## src/rtl/instr_fetch_unit_pkg.sv

```systemverilog
// Shared fetch-side types and constants: bus widths, ROM geometry, queue entry layout.
package instr_fetch_unit_pkg;
   localparam int ADDR_W    = 32;
   localparam int DATA_W    = 32;
   localparam int MEM_DEPTH = 256;
   localparam int RESET_PC  = 0;
   localparam int PC_W      = $clog2(MEM_DEPTH);

   // Encoding decode substitutes when it needs a bubble.
   localparam logic [DATA_W-1:0] NOP = 32'h0000_0013;

   typedef struct packed {
      logic [ADDR_W-1:0] pc;
      logic [DATA_W-1:0] instr;
   } fq_entry_t;

   // Fold any address onto the ROM index space.
   function automatic logic [ADDR_W-1:0] wrap_pc(input logic [ADDR_W-1:0] pc);
      return pc & ADDR_W'(MEM_DEPTH - 1);
   endfunction
endpackage

```

## src/rtl/instr_fetch_unit_fetch_queue.sv

```systemverilog
// In-order fetch queue: DEPTH-entry sync FIFO. Flush beats push; push+pop at full is legal
// because the slot being written is the one being popped.
module fetch_queue
   import instr_fetch_unit_pkg::*;
#(
   parameter int DEPTH = 2,
   parameter int PTR_W = (DEPTH > 1) ? $clog2(DEPTH) : 1
) (
   input  logic      clk,
   input  logic      rst_n,
   input  logic      push,
   input  logic      pop,
   input  logic      flush,
   input  fq_entry_t wdata,
   output fq_entry_t head,
   output logic      valid,
   output logic      full
);
   fq_entry_t        mem [DEPTH];
   logic [PTR_W-1:0] rd_ptr, wr_ptr;
   logic [PTR_W:0]   count;
   logic             do_pop, do_push;

   assign valid   = (count != '0);
   assign full    = (count == (PTR_W+1)'(DEPTH));
   assign do_pop  = pop & valid;
   assign do_push = push & (~full | do_pop);
   assign head    = mem[rd_ptr];

   // Storage, pointers and occupancy; pointers wrap naturally since DEPTH is a power of 2.
   always_ff @(posedge clk or negedge rst_n) begin
      if (!rst_n) begin
         rd_ptr <= '0;
         wr_ptr <= '0;
         count  <= '0;
         for (int i = 0; i < DEPTH; i++) mem[i] <= '0;
      end else if (flush) begin
         rd_ptr <= '0;
         wr_ptr <= '0;
         count  <= '0;
      end else begin
         if (do_push) begin
            mem[wr_ptr] <= wdata;
            wr_ptr      <= wr_ptr + 1'b1;
         end
         if (do_pop) rd_ptr <= rd_ptr + 1'b1;
         case ({do_push, do_pop})
            2'b10:   count <= count + 1'b1;
            2'b01:   count <= count - 1'b1;
            default: count <= count;
         endcase
      end
   end
endmodule

```

## src/rtl/instr_fetch_unit.sv

```systemverilog
// Fetch unit: owns the PC, addresses the combinational ROM and queues {pc, instr} for decode.
module instr_fetch_unit
   import instr_fetch_unit_pkg::*;
#(
   parameter int Q_DEPTH = 2
) (
   input  logic              clk,
   input  logic              rst_n,
   input  logic              fetch_en,
   output logic [ADDR_W-1:0] imem_pc,
   input  logic [DATA_W-1:0] imem_data,
   input  logic              redirect_valid,
   input  logic [ADDR_W-1:0] redirect_pc,
   output logic              if_valid,
   input  logic              if_ready,
   output logic [DATA_W-1:0] if_instr,
   output logic [ADDR_W-1:0] if_pc
);
   logic [PC_W-1:0] fetch_pc;
   logic            pop, push, q_full;
   fq_entry_t       q_wdata, q_head;

   // PC held in ROM-index width so increment wraps at MEM_DEPTH with no extra logic.
   assign imem_pc = ADDR_W'(fetch_pc);
   assign pop     = if_valid & if_ready;
   assign push    = fetch_en & ~redirect_valid & (~q_full | pop);
   assign q_wdata = '{pc: ADDR_W'(fetch_pc), instr: imem_data};

   // PC register: redirect wins, otherwise advance on every accepted fetch.
   always_ff @(posedge clk or negedge rst_n) begin
      if (!rst_n)              fetch_pc <= PC_W'(RESET_PC & (MEM_DEPTH - 1));
      else if (redirect_valid) fetch_pc <= PC_W'(wrap_pc(redirect_pc));
      else if (push)           fetch_pc <= fetch_pc + 1'b1;
   end

   fetch_queue #(.DEPTH(Q_DEPTH)) u_fq (
      .clk   (clk),
      .rst_n (rst_n),
      .push  (push),
      .pop   (pop),
      .flush (redirect_valid),
      .wdata (q_wdata),
      .head  (q_head),
      .valid (if_valid),
      .full  (q_full)
   );

   assign if_instr = q_head.instr;
   assign if_pc    = q_head.pc;
endmodule
```

## config.mk

```make
export PLATFORM = sky130hd
export DESIGN_NAME = instr_fetch_unit
export DESIGN_NICKNAME = d
export VERILOG_FILES = /design/src/rtl/instr_fetch_unit_pkg.sv /design/src/rtl/instr_fetch_unit_fetch_queue.sv /design/src/rtl/instr_fetch_unit.sv
export SDC_FILE = /design/constraint.sdc
export NUM_CORES = 1
export LEC_CHECK = 0
export ABC_AREA = 1
export CAP_MARGIN = 20
export CORE_ASPECT_RATIO = 1.4
export CORE_MARGIN = 10
export CORE_UTILIZATION = 50
export DETAILED_ROUTE_END_ITERATION = 16
export HOLD_SLACK_MARGIN = 0.12
export PLACE_DENSITY = 0.86
export SLEW_MARGIN = 20
export SYNTH_ARGS = -nofsm -noshare
export SYNTH_HDL_FRONTEND = slang
export SYNTH_SLANG_ARGS = --single-unit
```

## constraint.sdc

```tcl
create_clock -name clk -period 2.4 [get_ports clk]
set_input_delay 0.24 -clock clk [delete_from_list [all_inputs] [get_ports clk]]
set_output_delay 0.24 -clock clk [all_outputs]
set_load 0.01 [all_outputs]
```

==> metrics <==
Final Hold Vio Count 0; Reg-to-Reg Start u_fq.count[0]; Syn. warnings 0; Fin Setup TNS 0 ps; syn avg cell area 8.51 µm²; most common cell after layout, fill and taps aside nand2_1; first-pass GRT wire length 17600 µm; Reg2Reg Depth 7; IO Port Bufs 93; crit path DAT 1970 ps; TritonCTS clock tree done; htree depth 3; die area 0.0141 mm²; Layout area overhead 21.1%; Root Buffer clkbuf_16; CP max-delay cell clkdlybuf4s50_1; Setup crit end if_instr[12]; n_diodes 0; WP data required 2160 ps; Critical Path Source u_fq.rd_ptr; Area contributors post-synth dfrtp_1 (48%), nand2_1 (18%), o21ai_2 (9.2%); cell count after synthesis 569; reg2reg end u_fq.mem[81]; CTS resizes 0; Critical Path Sink Type output pin; pwr dens 903 mW/mm²; DRT iter0 DRCs 203; clk sink count 92; Design Area, Final 0.00586 mm²; layout cells sized above 1 12.4%; R2R Setup Slk 730 ps; Slew @ Worst Pin 583 ps; Die H 136 µm; Place WS 458 ps; via count 3744; Max Freq 452 MHz; cts bufs inserted 9; Seq cells post-synth 92; Slew headroom 61.1%; core box area 0.00946 mm²; most frequent CP cell nand2_1; period utilization 92.2%; cell accounting for the most synthesized area dfrtp_1; most frequent cells in the layout nand2_1 (234), dfrtp_1 (92), clkdlybuf4s50_1 (92); Lkg Pwr 0.00298 µW; RSZ-0062 raised after global routing false; Critical Path Source Type flop; clk_lat worst skew 340 ps; Worst Skew 6.73 ps; drc violations 0; total gr overflow 0; vias in the first global route 3748; post-CTS setup buffer count 0; placed cell area 0.00555 mm²; share of the yosys chip area belonging to registers 47.5%; CP max stage delay 540 ps; clock buffer depth 2; First-pass DRT Iterations 4; row count 42; Starting Density 51.2%; worst hold path type input port to async pin; Peak supply drop 0.557 mV; # setup viols final 0; Routed WL per cell 14.3 µm; Slew Viols, Final 0; worst-path cell chain inv_2 -> buf_12 -> nand2_1 -> nand2_1 -> clkdlybuf4s50_1; vias per inst 4.89; worst-path fanout max 25; synthesized area 0.00484 mm²; Yosys top cell area share 47.5%; GPL Wtd Cong 0.823; max-cap viol count 0; Yosys cell types 26; clock slew at reported path FFs 70 ps; Die X-Extent 103 µm; worst setup margin 187 ps; I/O pin count 166; largest net degree at the start of global routing 82; Post-Route WL 11000 µm; GRT Total Usage 15.6%; post-route ant nets 0; Period minus WS final 2210 ps; Crit Path Category flop to output pin; initial antenna violation count 0; Nets 720; status finished clean; Post-DP HPWL 7740 µm
==> worst min path at each step <==
stage              endpoint  slack, ps  cells past startpoint
2_1_floorplan   fetch_pc[0]        -60                      0
3_3_place_gp   u_fq.mem[33]        270                      1
3_5_place_dp   u_fq.mem[36]        280                      1
4_1_cts        u_fq.mem[36]        450                      2
5_1_grt        u_fq.mem[92]        470                      3
6_report       u_fq.mem[31]        430                      2
==> through the flow <==
step                total power, µW  std cells  utilization (%)  hold WS (ps)
CTS                            5350        765             62.0           450
global placement               3820        748             58.7           266
finish                         5290        765             62.0           434
floorplan                      3200        616                -         -55.6
global route                   5630        765             62.0           468
detailed placement             3910        748             58.7           283
==> power by group <==
group          leakage (µW)  internal [µW]  switching, µW  total (µW)
clock              0.000153            835            588        1420
combinational       0.00168            804            885        1690
sequential          0.00115           1950            237        2180
total               0.00298           3580           1710        5290
==> Yosys cell counts <==
library cell  instances
a21oi_1               2
a31oi_1               1
buf_4                48
buf_6                17
clkbuf_1             10
conb_1                1
dfrtp_1              92
ha_1                  1
inv_1                46
inv_2                 1
inv_4                 1
inv_6                 1
inv_8                 1
nand2_1             234
nand2_4               2
nand2_8               2
nand3_1              11
nand3_4               1
nand4_1               2
nor2_1                3
o211ai_1              5
o21ai_0               3
o21ai_1              29
o21ai_2              51
xnor2_1               1
xor2_1                3
==> what timing repair did <==
action	4_1_cts	5_1_grt
hold buffers	1	0
endpoints found under the hold margin	44	0
setup endpoints to repair	0	0
==> state kept, by name, indices dropped and copies added (netlist names) <==
| name | cells |
|---|---|
| u_fq.mem | 80 |
| fetch_pc | 8 |
| u_fq.count | 2 |
| u_fq.rd_ptr | 1 |
| u_fq.wr_ptr | 1 |
==> layout make-up <==
type | count | area, µm²
timing repair buffer | 98 | 993
inverter | 50 | 203
clock buffer | 10 | 239
sequential | 92 | 2300
tap | 110 | 138
multi-input combinational | 399 | 1930
clock inverter | 6 | 62.6
fill | 828 | 3600
==> worst max-delay path: cells and delay by family (launching register included) <==
| family | cells | cell delay (ps) |
|---|---|---|
| buffers and inverters | 3 | 1050 |
| DFF | 1 | 400 |
| and+or+nand+nor | 2 | 160 |
==> cells by family (layout without fill, tap and decap cells) <==
kind of cell,after synthesis,count (layout),synth area share [%]
AND/OR/NAND/NOR,255,255,21.4
buffers and inverters,125,164,16.4
flip-flops,92,92,47.5
AO/OA/AOI/OAI,91,91,13.6
XOR/XNOR,4,4,0.723
adder cells (fa/ha/maj),1,1,0.258
other,1,48,0.0774
==> metal layers <==
metal	share of wire [%]	vias to the layer above	track usage, %
met2	52	120	27.3
met5	0	-	0
met4	2.1	0	6.59
met3	7.8	22	4.57
li1	-	1834	-
met1	38	1768	17.0
Power figures use the tool's default switching activity.
